**src/rtl/lsu_pkg.sv**
```systemverilog
// rtl/lsu_pkg.sv - shared types and access-width helpers for the memory stage
package lsu_pkg;

    typedef enum logic [1:0] {
        WB_ALU     = 2'd0,
        WB_MEM     = 2'd1,
        WB_PC_PLUS = 2'd2
    } wb_sel_e;

    typedef enum logic {
        S_IDLE = 1'b0,
        S_BUSY = 1'b1
    } lsu_state_e;

    localparam logic [2:0] F3_LB  = 3'b000;
    localparam logic [2:0] F3_LH  = 3'b001;
    localparam logic [2:0] F3_LW  = 3'b010;
    localparam logic [2:0] F3_LD  = 3'b011;
    localparam logic [2:0] F3_LBU = 3'b100;
    localparam logic [2:0] F3_LHU = 3'b101;
    localparam logic [2:0] F3_LWU = 3'b110;

    // log2 of the access size in bytes; anything not a narrow access is full width
    function automatic logic [1:0] access_size(input logic [2:0] f3, input int xlen);
        logic [1:0] full;
        full = (xlen == 64) ? 2'd3 : 2'd2;
        case (f3)
            F3_LB, F3_LBU: access_size = 2'd0;
            F3_LH, F3_LHU: access_size = 2'd1;
            F3_LW, F3_LWU: access_size = 2'd2;
            default:       access_size = full;
        endcase
    endfunction

endpackage

```
**src/rtl/stage_memory_lsu_if.sv**
```systemverilog
// rtl/stage_memory_lsu_if.sv - single-outstanding request/acknowledge data bus
interface stage_memory_lsu_if #(
    parameter int XLEN = 32
);
    logic              req;
    logic              we;
    logic [XLEN-1:0]   addr;
    logic [XLEN-1:0]   wdata;
    logic [XLEN/8-1:0] be;
    logic              ack;
    logic [XLEN-1:0]   rdata;

    modport master (
        output req, we, addr, wdata, be,
        input  ack, rdata
    );

    modport slave (
        input  req, we, addr, wdata, be,
        output ack, rdata
    );
endinterface

```
**src/rtl/mem_lane_align.sv**
```systemverilog
// rtl/mem_lane_align.sv - store lane placement and load extraction/extension
module mem_lane_align
    import lsu_pkg::*;
#(
    parameter int XLEN = 32
) (
    input  logic [$clog2(XLEN/8)-1:0] off,
    input  logic [2:0]                funct3,
    input  logic [XLEN-1:0]           store_data,
    input  logic [XLEN-1:0]           rdata,
    output logic [XLEN/8-1:0]         be,
    output logic [XLEN-1:0]           wdata,
    output logic [XLEN-1:0]           load_data,
    output logic                      misaligned
);
    localparam int BE_W  = XLEN / 8;
    localparam int OFF_W = $clog2(BE_W);

    logic [1:0]       size;
    logic [OFF_W-1:0] mask;
    logic [XLEN-1:0]  lane;

    assign size       = access_size(funct3, XLEN);
    assign mask       = OFF_W'((4'b0001 << size) - 4'b0001);
    assign misaligned = |(off & mask);
    assign lane       = rdata >> {off, 3'b000};

    always_comb begin
        be    = '1;
        wdata = store_data;
        case (size)
            2'd0: begin
                be    = BE_W'(1) << off;
                wdata = {BE_W{store_data[7:0]}};
            end
            2'd1: begin
                be    = BE_W'(2'b11) << off;
                wdata = {(XLEN/16){store_data[15:0]}};
            end
            2'd2: begin
                be    = BE_W'(4'hF) << off;
                wdata = {(XLEN/32){store_data[31:0]}};
            end
            default: begin
                be    = '1;
                wdata = store_data;
            end
        endcase
    end

    always_comb begin
        load_data = lane;
        case (funct3)
            F3_LB:   load_data = XLEN'($signed(lane[7:0]));
            F3_LH:   load_data = XLEN'($signed(lane[15:0]));
            F3_LW:   load_data = XLEN'($signed(lane[31:0]));
            F3_LBU:  load_data = XLEN'(lane[7:0]);
            F3_LHU:  load_data = XLEN'(lane[15:0]);
            F3_LWU:  load_data = XLEN'(lane[31:0]);
            default: load_data = lane;
        endcase
    end

endmodule

```
**src/rtl/stage_memory_lsu.sv**
```systemverilog
// rtl/stage_memory_lsu.sv - memory stage load/store unit between execute and writeback
module stage_memory_lsu
    import lsu_pkg::*;
#(
    parameter int XLEN       = 32,
    parameter int REG_ADDR_W = 5
) (
    input  logic                  clk,
    input  logic                  rst,
    input  logic                  ex_valid,
    input  logic [REG_ADDR_W-1:0] ex_rd,
    input  logic [XLEN-1:0]       ex_alu_result,
    input  logic [XLEN-1:0]       ex_store_data,
    input  logic [XLEN-1:0]       ex_instr_addr_plus,
    input  logic                  ex_mem_read,
    input  logic                  ex_mem_write,
    input  logic [2:0]            ex_funct3,
    input  logic                  ex_wr_enable,
    input  logic [1:0]            ex_wb_sel,
    output logic                  mem_stall,
    stage_memory_lsu_if.master    dbus,
    output logic                  mem_valid,
    output logic                  mem_wr_enable,
    output logic [REG_ADDR_W-1:0] mem_rd,
    output logic [XLEN-1:0]       mem_result,
    output logic                  mem_misaligned
);
    localparam int OFF_W = $clog2(XLEN/8);

    lsu_state_e state, state_nx;

    logic                  busy;
    logic                  is_mem;
    logic [OFF_W-1:0]      al_off;
    logic [2:0]            al_f3;
    logic [XLEN/8-1:0]     al_be;
    logic [XLEN-1:0]       al_wdata;
    logic [XLEN-1:0]       al_load;
    logic                  al_misaligned;
    logic [XLEN-1:0]       wb_value;

    logic                  cap_read;
    logic                  cap_wr_enable;
    logic [REG_ADDR_W-1:0] cap_rd;
    logic [2:0]            cap_f3;

    assign busy      = (state == S_BUSY);
    assign is_mem    = ex_mem_read | ex_mem_write;
    assign mem_stall = busy;

    // While busy the aligner formats the returning load from the captured access
    assign al_off = busy ? dbus.addr[OFF_W-1:0] : ex_alu_result[OFF_W-1:0];
    assign al_f3  = busy ? cap_f3 : ex_funct3;

    mem_lane_align #(.XLEN(XLEN)) u_align (
        .off        (al_off),
        .funct3     (al_f3),
        .store_data (ex_store_data),
        .rdata      (dbus.rdata),
        .be         (al_be),
        .wdata      (al_wdata),
        .load_data  (al_load),
        .misaligned (al_misaligned)
    );

    always_comb begin
        wb_value = ex_alu_result;
        if (ex_wb_sel == WB_PC_PLUS) begin
            wb_value = ex_instr_addr_plus;
        end
    end

    always_ff @(posedge clk) begin
        if (rst) begin
            state <= S_IDLE;
        end else begin
            state <= state_nx;
        end
    end

    always_comb begin
        state_nx = state;
        case (state)
            S_IDLE:  if (ex_valid && is_mem && !al_misaligned) state_nx = S_BUSY;
            S_BUSY:  if (dbus.ack) state_nx = S_IDLE;
            default: state_nx = S_IDLE;
        endcase
    end

    always_ff @(posedge clk) begin
        if (rst) begin
            dbus.req       <= 1'b0;
            dbus.we        <= 1'b0;
            dbus.addr      <= '0;
            dbus.wdata     <= '0;
            dbus.be        <= '0;
            mem_valid      <= 1'b0;
            mem_wr_enable  <= 1'b0;
            mem_rd         <= '0;
            mem_result     <= '0;
            mem_misaligned <= 1'b0;
            cap_read       <= 1'b0;
            cap_wr_enable  <= 1'b0;
            cap_rd         <= '0;
            cap_f3         <= '0;
        end else if (busy) begin
            mem_valid <= 1'b0;
            if (dbus.ack) begin
                dbus.req       <= 1'b0;
                dbus.we        <= 1'b0;
                mem_valid      <= 1'b1;
                mem_rd         <= cap_rd;
                mem_misaligned <= 1'b0;
                mem_wr_enable  <= cap_read & cap_wr_enable;
                if (cap_read) begin
                    mem_result <= al_load;
                end
            end
        end else if (ex_valid && is_mem && !al_misaligned) begin
            dbus.req      <= 1'b1;
            dbus.we       <= ex_mem_write;
            dbus.addr     <= ex_alu_result;
            dbus.wdata    <= al_wdata;
            dbus.be       <= al_be;
            cap_read      <= ex_mem_read;
            cap_wr_enable <= ex_wr_enable;
            cap_rd        <= ex_rd;
            cap_f3        <= ex_funct3;
            mem_valid     <= 1'b0;
        end else if (ex_valid && is_mem) begin
            // Misaligned: report the faulting address instead of touching the bus
            mem_valid      <= 1'b1;
            mem_misaligned <= 1'b1;
            mem_wr_enable  <= 1'b0;
            mem_rd         <= ex_rd;
            mem_result     <= ex_alu_result;
        end else if (ex_valid) begin
            mem_valid      <= 1'b1;
            mem_misaligned <= 1'b0;
            mem_wr_enable  <= ex_wr_enable;
            mem_rd         <= ex_rd;
            mem_result     <= wb_value;
        end else begin
            mem_valid <= 1'b0;
        end
    end

endmodule

```
**src/flat_wrapper.sv**
```systemverilog
// flat-port wrapper written by rule: the top's interface ports become plain ports
module stage_memory_lsu_flat import lsu_pkg::*;
#(
    parameter int XLEN       = 32,
    parameter int REG_ADDR_W = 5
)
  (clk, rst, ex_valid, ex_rd, ex_alu_result, ex_store_data, ex_instr_addr_plus, ex_mem_read, ex_mem_write, ex_funct3, ex_wr_enable, ex_wb_sel, mem_stall, mem_valid, mem_wr_enable, mem_rd, mem_result, mem_misaligned, dbus_req, dbus_we, dbus_addr, dbus_wdata, dbus_be, dbus_ack, dbus_rdata);
  stage_memory_lsu_if #(.XLEN(XLEN)) dbus_i ();
  input  logic clk;
  input  logic rst;
  input  logic ex_valid;
  input  logic [REG_ADDR_W-1:0] ex_rd;
  input  logic [XLEN-1:0] ex_alu_result;
  input  logic [XLEN-1:0] ex_store_data;
  input  logic [XLEN-1:0] ex_instr_addr_plus;
  input  logic ex_mem_read;
  input  logic ex_mem_write;
  input  logic [2:0] ex_funct3;
  input  logic ex_wr_enable;
  input  logic [1:0] ex_wb_sel;
  output logic mem_stall;
  output logic mem_valid;
  output logic mem_wr_enable;
  output logic [REG_ADDR_W-1:0] mem_rd;
  output logic [XLEN-1:0] mem_result;
  output logic mem_misaligned;
  output wire logic [$bits(dbus_i.req)-1:0] dbus_req;
  output wire logic [$bits(dbus_i.we)-1:0] dbus_we;
  output wire logic [$bits(dbus_i.addr)-1:0] dbus_addr;
  output wire logic [$bits(dbus_i.wdata)-1:0] dbus_wdata;
  output wire logic [$bits(dbus_i.be)-1:0] dbus_be;
  input wire logic [$bits(dbus_i.ack)-1:0] dbus_ack;
  input wire logic [$bits(dbus_i.rdata)-1:0] dbus_rdata;
  assign dbus_req = dbus_i.req;
  assign dbus_we = dbus_i.we;
  assign dbus_addr = dbus_i.addr;
  assign dbus_wdata = dbus_i.wdata;
  assign dbus_be = dbus_i.be;
  assign dbus_i.ack = dbus_ack;
  assign dbus_i.rdata = dbus_rdata;
  stage_memory_lsu #(.XLEN(XLEN), .REG_ADDR_W(REG_ADDR_W)) u_core (.clk(clk), .rst(rst), .ex_valid(ex_valid), .ex_rd(ex_rd), .ex_alu_result(ex_alu_result), .ex_store_data(ex_store_data), .ex_instr_addr_plus(ex_instr_addr_plus), .ex_mem_read(ex_mem_read), .ex_mem_write(ex_mem_write), .ex_funct3(ex_funct3), .ex_wr_enable(ex_wr_enable), .ex_wb_sel(ex_wb_sel), .mem_stall(mem_stall), .dbus(dbus_i), .mem_valid(mem_valid), .mem_wr_enable(mem_wr_enable), .mem_rd(mem_rd), .mem_result(mem_result), .mem_misaligned(mem_misaligned));
endmodule
```
**config.mk**
```make
export PLATFORM = sky130hd
export DESIGN_NAME = stage_memory_lsu_flat
export DESIGN_NICKNAME = d
export VERILOG_FILES = /design/src/rtl/lsu_pkg.sv /design/src/rtl/stage_memory_lsu_if.sv /design/src/rtl/mem_lane_align.sv /design/src/rtl/stage_memory_lsu.sv /design/src/flat_wrapper.sv
export SDC_FILE = /design/constraint.sdc
export NUM_CORES = 1
export LEC_CHECK = 0
export CORE_MARGIN = 1.5
export CORE_UTILIZATION = 40
export DETAILED_ROUTE_END_ITERATION = 7
export PLACE_DENSITY = 0.8
export SYNTH_ARGS = -nofsm -noshare
export SYNTH_HDL_FRONTEND = slang
export SYNTH_HIERARCHICAL = 1
export SYNTH_SLANG_ARGS = --single-unit
```
**constraint.sdc**
```tcl
create_clock -name clk -period 3.54 [get_ports clk]
set_input_delay 0.708 -clock clk [delete_from_list [all_inputs] [get_ports clk]]
set_output_delay 0.708 -clock clk [all_outputs]
set_load 0.02 [all_outputs]
```
After elaboration in Yosys (flattened, before gate mapping)
Cells that the tools add are included.
{"block": "totals", "reg_bits": 121, "input_bits": 145, "output_inout_bits": 111, "wordCells": 88}
{"block": "op_classes", "add_sub_neg": 1, "eq_ne": 9, "shift": 5, "mux": 40, "bitwise": 4, "reduce_logical": 14}
{"operator": "32-bit two-way mux", "count": 7}
{"operator": "32-bit case mux with 4 select lines", "count": 1}
{"operator": "32-bit case mux with 2 select lines", "count": 1}
{"operator": "32-bit by 5-bit right shift with 32-bit output", "count": 1}
{"operator": "5-bit two-way mux", "count": 5}
{"operator": "1-bit two-way mux", "count": 21}
{"operator": "4-bit case mux with 3 select lines", "count": 1}
{"operator": "3-bit equality test, second input constant", "count": 2}
{"operator": "2-bit OR reduction", "count": 3}
{"operator": "2-bit equality test, second input constant", "count": 2}
{"operator": "2-bit != test, second input constant", "count": 2}
{"operator": "2-bit case mux with 2 select lines", "count": 1}
{"operator": "2-bit AND reduction", "count": 2}
{"operator": "4-bit AND reduction", "count": 1}
{"operator": "1-bit by 2-bit << shifter with 4-bit output, first input constant", "count": 1}
{"operator": "2-bit by 2-bit << shifter with 4-bit output, first input constant", "count": 1}
{"operator": "4-bit by 2-bit << shifter with 4-bit output, first input constant", "count": 1}
{"operator": "3-bit by 1-bit equality test with 1-bit output, second input constant", "count": 1}
{"operator": "3-bit logical NOT", "count": 1}
{"operator": "3-bit two-way mux", "count": 1}
{"operator": "3-bit AND reduction", "count": 1}
{"operator": "3-bit nonzero test", "count": 1}
{"operator": "2-bit bitwise AND", "count": 1}
{"operator": "2-bit by 1-bit equality test with 1-bit output, second input constant", "count": 1}
{"operator": "12 further kinds", "count": 13}

Depth between registers and ports, before layout
Gate-level depths: netlist of run 1.
{"block": "depth", "depth_word": 12, "ltp_mapped": 14, "depth_no_buf": 8}

By module
Netlist of run 1, hierarchy kept.
{"mod": "stage_memory_lsu", "instances": 1, "cells_each": 680, "area_per_inst_um2": 5272.6, "seq_area_each_um2": 2422.3}
{"mod": "mem_lane_align", "instances": 1, "cells_each": 184, "area_per_inst_um2": 1262.5, "seq_area_each_um2": 0.0}

Least setup slack after synthesis of run 1
No wires, ideal clock.
{"block": "synth_timing", "path_kind": "reg-to-reg", "from": "register u_core.state (netlist: u_core/mem_stall)", "to": "register u_core.dbus.wdata[15]", "arrival_ns": 2.890, "required_time_ns": 3.408, "slack_ns": 0.518, "path_stages_with_launch": 15, "path_buffers": 8, "period_less_slack_ns": 3.022, "path_cell_list": "dfxtp_1 buf_4 buf_2 buf_2 mux2_2 clkbuf_1 nor2_1 buf_2 buf_2 nor2_1 or3_1 buf_2 clkbuf_1 nand2_1 a21oi_1"}
{"block": "synth_between", "elab_chain_len": 11, "word_cells_on_any_way": 20}
{"item": "start: declaration", "line": "stage_memory_lsu.sv:30", "text": "lsu_state_e state, state_nx;"}
{"item": "start signal: assignment", "line": "stage_memory_lsu.sv:77", "text": "state <= state_nx;"}
{"item": "3-bit two-way mux (*)", "line": "stage_memory_lsu.sv:53", "text": "assign al_f3 = busy ? cap_f3 : ex_funct3;"}
{"item": "net u_core.al_f3[0]", "line": "stage_memory_lsu.sv:35", "text": "logic [2:0] al_f3;"}
{"item": "3-bit equality test (tied with other cells)", "line": "lsu_pkg.sv:27", "text": "case (f3)"}
{"item": "2-bit OR reduction", "line": "lsu_pkg.sv:27"}
{"item": "2-bit case mux with 2 select lines (*)", "line": "lsu_pkg.sv:27"}
{"item": "1-bit by 2-bit << shifter with 2-bit output (*)", "line": "mem_lane_align.sv:24", "text": "assign mask = OFF_W'((4'b0001 << size) - 4'b0001);"}
{"item": "2-bit by 1-bit subtractor with 2-bit output (*)", "line": "mem_lane_align.sv:24"}
{"item": "2-bit bitwise AND (*)", "line": "mem_lane_align.sv:25", "text": "assign misaligned = |(off & mask);"}
{"item": "2-bit OR reduction (*)", "line": "mem_lane_align.sv:25"}
{"item": "net u_core.al_misaligned", "line": "stage_memory_lsu.sv:39", "text": "logic al_misaligned;"}
{"item": "1-bit logical NOT (*)", "line": "stage_memory_lsu.sv:119", "text": "end else if (ex_valid && is_mem && !al_misaligned) begin"}
{"item": "1-bit logical AND (*)", "line": "stage_memory_lsu.sv:119"}
{"item": "2-bit AND reduction (no source line) (*)"}
{"item": "end signal: assignment", "line": "stage_memory_lsu.sv:123", "text": "dbus.wdata <= al_wdata;"}
{"item": "end: declaration", "line": "stage_memory_lsu_if.sv:14", "text": "output req, we, addr, wdata, be,"}
The timed path passes the listed nets; every way through them passes the cells marked *.
A chain may end at the register's enable or synchronous reset.

Final worst setup path of run 1
{"block": "layout_timing", "from": "register u_core.state (netlist: u_core/mem_stall)", "to": "output port mem_stall"}
{"item": "end: declaration", "line": "flat_wrapper.sv:21", "text": "output logic mem_stall;"}
No word-level cell between the ends.

==> results.py, run 1 <==
metrics = {
    "run_status": {
        "outcome": "finished clean",
    },
    "detailed_routing": {
        "detail_route.iter0.violations": 448,
        "route.final.wire_length_mm": 20.8,
        "drc": 0,
        "drtAntennaViolNets": 0,
        "route.vias.total": 6583,
        "drt_first_pass_iters": 5,
        "vias_per_cell": 5.05,
        "wire_per_inst_um": 16.0,
    },
    "grt": {
        "grt_antenna_before_repair": 1,
        "grt_pass1_wl_mm": 31.6,
        "grt_max_degree": 57,
        "overflow": 0,
        "track_usage_pct": 23.8,
        "grt_pass1_vias": 6197,
    },
    "logic_synthesis": {
        "syn_area_um2": 6540,
        "yosysSeqAreaShare_pct": 37.1,
        "ys_warn_count": 6,
        "synth-seq-cells": 121,
        "syn_area_per_cell_um2": 7.56,
        "synth.distinct_cells": 39,
        "syn_nets": 1009,
        "synthCells": 864,
    },
    "cts": {
        "cts_tree": "done",
        "hold_buffers": 0,
        "ctsLongestPathBuffers": 2,
        "clk_pin_slew_ns": 0.05,
        "cts_root_buf": "clkbuf_16",
        "cts_made_buffers": 17,
        "postCtsSetupBuffers": 0,
        "clock_latency_ns": 0.41,
        "cts_sinks": 121,
        "cts_max_level": 4,
        "cts_repair_resize_count": 0,
    },
    "sta": {
        "hold_violations": 0,
        "setup_viol": 0,
        "tightest_slew_ns": 0.860,
        "rsz0062_at_grt": "false",
        "fin_tns_setup_ns": 0,
        "fin_crit_sh_pct": 79.4,
        "max_freq_mhz": 356,
        "period_needed_ns": 2.81,
        "relSlewSlack_pct": 42.5,
        "clock_skew_ns": 0.00903,
        "worst_slack_ns": 0.730,
        "maxSlewViolCount": 0,
    },
    "final_layout": {
        "fin_area_um2": 9630,
        "drive_gt1_share_pct": 11.7,
        "nets": 1220,
        "num-fill-cells": 1467,
        "seq_area_um2": 2430,
        "multi_input_area_um2": 3680,
        "area_delta_synth_final_pct": 47.3,
        "instances_no_fill": 1304,
    },
    "floorplanning": {
        "die_w_um": 131,
        "placeableCoreArea_um2": 15900,
        "num_rows": 46,
        "die_h_um": 131,
        "die_area_um2": 17100,
        "ios": 256,
        "start_util_pct": 41.0,
    },
    "setup_path": {
        "cp_max_fo": 56,
        "worstPathArrival_ns": 2.10,
        "critPathKind": "register to primary output",
        "required_ns": 2.83,
        "crit_slowest_cell": "clkdlybuf4s50_1",
        "cp-end-kind": "primary output",
        "start_kind": "register",
        "path_buf_inv": 2,
        "crit_chain": "buf_4 -> clkdlybuf4s50_1",
        "slowest_delay_ns": 0.75,
        "cpLargestDelayFamily": "buffers and inverters",
    },
    "place": {
        "pre_cts_slack_ns": 0.369,
        "hpwl_mm": 14.9,
        "gp_congestion": 0.918,
        "place_inst": 1272,
        "portBuffers": 255,
        "place_area_um2": 9080,
    },
    "job": {
        "cap_violations": 0,
    },
    "pwr": {
        "p_sw_share_pct": 29.4,
        "p_int_mw": 3.05,
        "p_leak_nw": 3.51,
        "switchingPower_mw": 1.27,
        "power_frac_seq_pct": 35.4,
        "ir_drop_mv": 0.337,
        "pwr-share-comb_pct": 26.7,
        "power_density_nw_per_um2": 449,
        "p_clk_share_pct": 37.8,
    },
    "worst_hold_path": {
        "min_path_type": "register to register",
    },
}
==> power by group through the flow <==
stage	registers, mW	logic, mW	clock network [mW]
final	1.53	1.16	1.64
after global routing	1.54	1.25	1.72
after CTS	1.53	1.15	1.66
after detailed placement	1.56	1.15	0
after global placement	1.56	1.14	0
after floorplan	1.68	0.538	0
==> kinds of logic after synthesis <==
| kind of cell | Yosys count | synth area share [%] |
|---|---|---|
| AOI/OAI and AO/OA | 167 | 16.2 |
| buffers and inverters | 84 | 6.70 |
| muxes | 85 | 14.5 |
| xor gates and xnor gates | 1 | 0.134 |
| and+or+nand+nor | 406 | 25.5 |
| DFF | 121 | 37.1 |
==> tightest hold or removal path, delay by kind of cell, from the launching register on <==
| kind | cells | cell delay, ns |
|---|---|---|
| and+or+nand+nor | 1 | 0.05 |
| AOI/OAI and AO/OA | 1 | 0.05 |
| DFF | 1 | 0.30 |
==> layout make-up <==
cell class / instances / share of cell area (%)
multi-input cells: 659 / 38.3
flip-flops and latches: 121 / 25.2
clock buffers: 22 / 4.61
repair buffers: 274 / 28.0
inverters: 2 / 0.0780
well taps: 216 / 2.81
clock inverters: 9 / 1.05
diodes: 1 / 0.0260
==> synthesized netlist by cell type, drive strengths merged <==
cell     number  area (um^2)
or2           8         50.1
inv           2         7.51
a21boi        1         18.8
clkbuf       33          124
or3           1         6.26
nand2b        3         18.8
nand4        17          113
a21oi       106          546
nor2         79          297
o2bb2a        1         10.0
dfxtp       121         2420
xor2          1         8.76
o2bb2ai      32          280
mux4          1         22.5
nor2b         9         56.3
nand3b        4         33.8
mux2         62          698
nand2       278         1040
nor3          2         15.0
buf          49          307
a211oi       14          118
a2bb2oi       1         8.76
mux2i        22          224
nor3b         1         12.5
o21ai        11         66.3
nand3         4         20.0
a311oi        1         8.76
==> per-layer routing <==
layer | part of all wire [%] | track usage [%] | wire, um
met1 | 43 | 30.3 | 9030
met2 | 46 | 37.2 | 9660
met3 | 7.1 | 6.35 | 1480
met5 | 0 | 0 | 0
met4 | 3.1 | 11.6 | 644
==> through the flow <==
stage                     hold slack, ns  util [%]  total power, mW
after floorplan                    0.433         -             2.21
after global placement             0.439      56.9             2.69
after detailed placement           0.445      56.9             2.70
after CTS                          0.453      60.4             4.35
after global routing               0.469      60.4             4.51
final                              0.451      60.4             4.32
==> flip-flops by register name, summed over array words and instances, names as in the netlist <==
signal	cells
u_core/mem_rd	5
u_core/cap_rd	5
u_core/cap_f3	3
u_core/mem_misaligned	1
u_core/dbus.be	4
u_core/dbus.we	1
u_core/cap_read	1
u_core/cap_wr_enable	1
u_core/mem_valid	1
u_core/dbus.req	1
u_core/mem_wr_enable	1
u_core/mem_stall	1
u_core/dbus.addr	32
u_core/dbus.wdata	32
u_core/mem_result	32
==> placed cells by master (no fill, tap or decap), types with 2 or more instances in the layout <==
master / n
inv_1: 2
nand4_1: 16
nand3_1: 4
nor2b_1: 9
clkbuf_16: 17
o21ai_0: 10
dfxtp_1: 120
clkbuf_1: 5
clkinv_2: 5
or2_2: 7
buf_4: 20
mux2i_1: 21
a21oi_1: 104
nand2_1: 278
nand3b_1: 3
nand2b_1: 3
bufinv_16: 2
nor2_1: 79
o2bb2ai_1: 32
a211oi_1: 13
mux2_2: 61
clkdlybuf4s50_1: 254
==> worst paths after layout <==
kind / start / to / slack (ns) / cells after the start
setup / recovery: u_core/mem_stall / mem_stall / 0.73 / 2
hold / removal: u_core/dbus.be[3] / u_core/dbus.be[3] / 0.45 / 2
setup reg to reg: u_core/mem_stall / u_core/mem_result[23] / 0.85 / 9
hold reg to reg: u_core/dbus.be[3] / u_core/dbus.be[3] / 0.45 / 2
Power figures use the tool's default switching activity.
==> inputs of run 2 (changes only) <==
PLACE_DENSITY = 0.83   (was 0.8)
clock period = 2.3 ns   (was 3.54 ns; I/O delays follow)
==> run 2 against run 1 <==
  * Sequential share of layout area down 0.90 points
  * Sequential power up 54%
  * Setup slack worse by 0.59 ns
  * Via count up 2.9%
  * Total power up 54%
  * First-iteration DRC count down 15%
  * Hold slack worse by 0.0039 ns
  * Clock power up 46%
  * Design area up 3.7%
  * Count of clock-buffer cells in the layout down 2
  * Die area unchanged
  * Register-to-register slack worse by 0.71 ns
==> results.py, run 2 (same netlist as run 1, synthesis figures left out) <==
metrics = {
    "run_status": {
        "outcome": "finished clean",
    },
    "pwr": {
        "p_leak_nw": 3.69,
        "ir_drop_mv": 0.511,
        "finalPower_mw": 6.64,
        "p_clk_share_pct": 36.0,
        "power_density_nw_per_um2": 665,
        "p_int_mw": 4.63,
        "power_frac_seq_pct": 35.5,
        "pwr-share-comb_pct": 28.5,
        "p_sw_share_pct": 30.3,
        "switchingPower_mw": 2.01,
    },
    "final_layout": {
        "area_delta_synth_final_pct": 52.7,
        "drive_gt1_share_pct": 14.5,
        "nets": 1246,
        "instances_no_fill": 1329,
        "n_antenna_cell": 0,
        "layout_commonest_cell": "nand2_1",
        "top_regs": "u_core/dbus.addr x32, u_core/dbus.wdata x32, u_core/mem_result x32",
        "final_cell_mix": "nand2_1 (278), clkdlybuf4s50_1 (254), dfxtp_1 (120)",
        "num-fill-cells": 1408,
    },
    "detailed_routing": {
        "drc": 0,
        "drtAntennaViolNets": 0,
        "route.vias.total": 6775,
        "route.final.wire_length_mm": 21.3,
        "wire_per_inst_um": 16.0,
        "vias_per_cell": 5.10,
        "drt_first_pass_iters": 5,
        "detail_route.iter0.violations": 382,
    },
    "sta": {
        "maxSlewViolCount": 0,
        "period_needed_ns": 2.16,
        "tightest_slew_ns": 0.640,
        "fin_crit_sh_pct": 93.7,
        "rsz0062_at_grt": "false",
        "fin_tns_setup_ns": 0,
        "setup_viol": 0,
        "worst_slack_ns": 0.144,
        "holdWs_ns": 0.447,
        "hold_violations": 0,
        "max_freq_mhz": 464,
        "relSlewSlack_pct": 57.4,
        "clock_skew_ns": 0.00918,
    },
    "place": {
        "portBuffers": 255,
        "pre_cts_slack_ns": -0.213,
        "gp_congestion": 0.877,
        "hpwl_mm": 15.3,
        "place_inst": 1293,
    },
    "setup_path": {
        "start_kind": "register",
        "cp-end-kind": "register",
        "worstPathArrival_ns": 2.43,
        "required_ns": 2.58,
        "cp_max_fo": 48,
        "critPathKind": "register to register",
    },
    "cts": {
        "cts_sinks": 121,
        "postCtsSetupBuffers": 0,
        "cts_root_buf": "clkbuf_16",
        "clock_latency_ns": 0.41,
        "cts_max_level": 4,
        "cts_made_buffers": 17,
        "cts_tree": "done",
        "clk_pin_slew_ns": 0.06,
        "cts_repair_resize_count": 0,
        "hold_buffers": 0,
        "ctsLongestPathBuffers": 2,
    },
    "floorplanning": {
        "die_h_um": 131,
        "placeableCoreArea_um2": 15900,
        "ios": 256,
        "die_area_um2": 17100,
        "num_rows": 46,
        "die_w_um": 131,
        "start_util_pct": 41.0,
    },
    "job": {
        "cap_violations": 0,
    },
    "worst_hold_path": {
        "min_path_type": "register to register",
    },
    "grt": {
        "grt_max_degree": 63,
        "overflow": 0,
        "grt_pass1_wl_mm": 32.0,
        "grt_antenna_before_repair": 0,
        "track_usage_pct": 24.1,
        "grt_pass1_vias": 6262,
    },
}
run 2: final cells by class:
| class | instances | area (um^2) | share of cell area, % |
|---|---|---|---|
| clock buffer | 20 | 457 | 4.58 |
| clock inverter | 11 | 75.1 | 0.752 |
| inverter | 2 | 7.51 | 0.0752 |
| multi-input combinational | 659 | 3720 | 37.3 |
| sequential | 121 | 2430 | 24.3 |
| tap | 216 | 270 | 2.71 |
| timing repair buffer | 300 | 3030 | 30.3 |
run 2: per-stage QoR:
step                utilization [%]  cell area, um^2
floorplan                         -             6730
global placement               59.0             9400
detailed placement             59.0             9400
CTS                            62.3             9930
global route                   62.6             9980
finish                         62.6             9980
run 2: critical path, cell delays in order (launching register included):
cell and delay, ns:
dfxtp_4 0.41, buf_12 0.13, mux2_4 0.34, a21oi_2 0.16, nor2_2 0.05, or3_2 0.53
buf_12 0.22, nand3_1 0.10, a21oi_1 0.06
run 2: worst paths after layout:
check / from / endpoint / slack [ns] / cells after the start
worst max register to register: u_core/mem_stall / u_core/dbus.we / 0.14 / 8
worst min-delay path: u_core/dbus.addr[29] / u_core/dbus.addr[29] / 0.45 / 2
worst max-delay path: u_core/mem_stall / u_core/dbus.we / 0.14 / 8
worst min register to register: u_core/dbus.addr[29] / u_core/dbus.addr[29] / 0.45 / 2
run 2: power groups by stage:
stage	sequential (mW)	clock (mW)	combinational, mW
6_report	2.36	2.39	1.89
5_1_grt	2.38	2.52	2.04
4_1_cts	2.36	2.43	1.88
3_5_place_dp	2.40	0	1.87
3_3_place_gp	2.40	0	1.85
2_1_floorplan	2.58	0	0.897
run 2: routing by layer:
metal / part of all wire, % / global-route usage [%]
met2: 47 / 40.2
met4: 2.0 / 8.14
met3: 6.2 / 6.15
met5: 0 / 0
met1: 44 / 30.4
==> inputs of run 3 (changes only) <==
CAP_MARGIN = 25   (was not set)
SKIP_LAST_GASP = 1   (was not set)
==> results of run 3 <==
Final layout, timing and power as in run 2 (identical DEF).
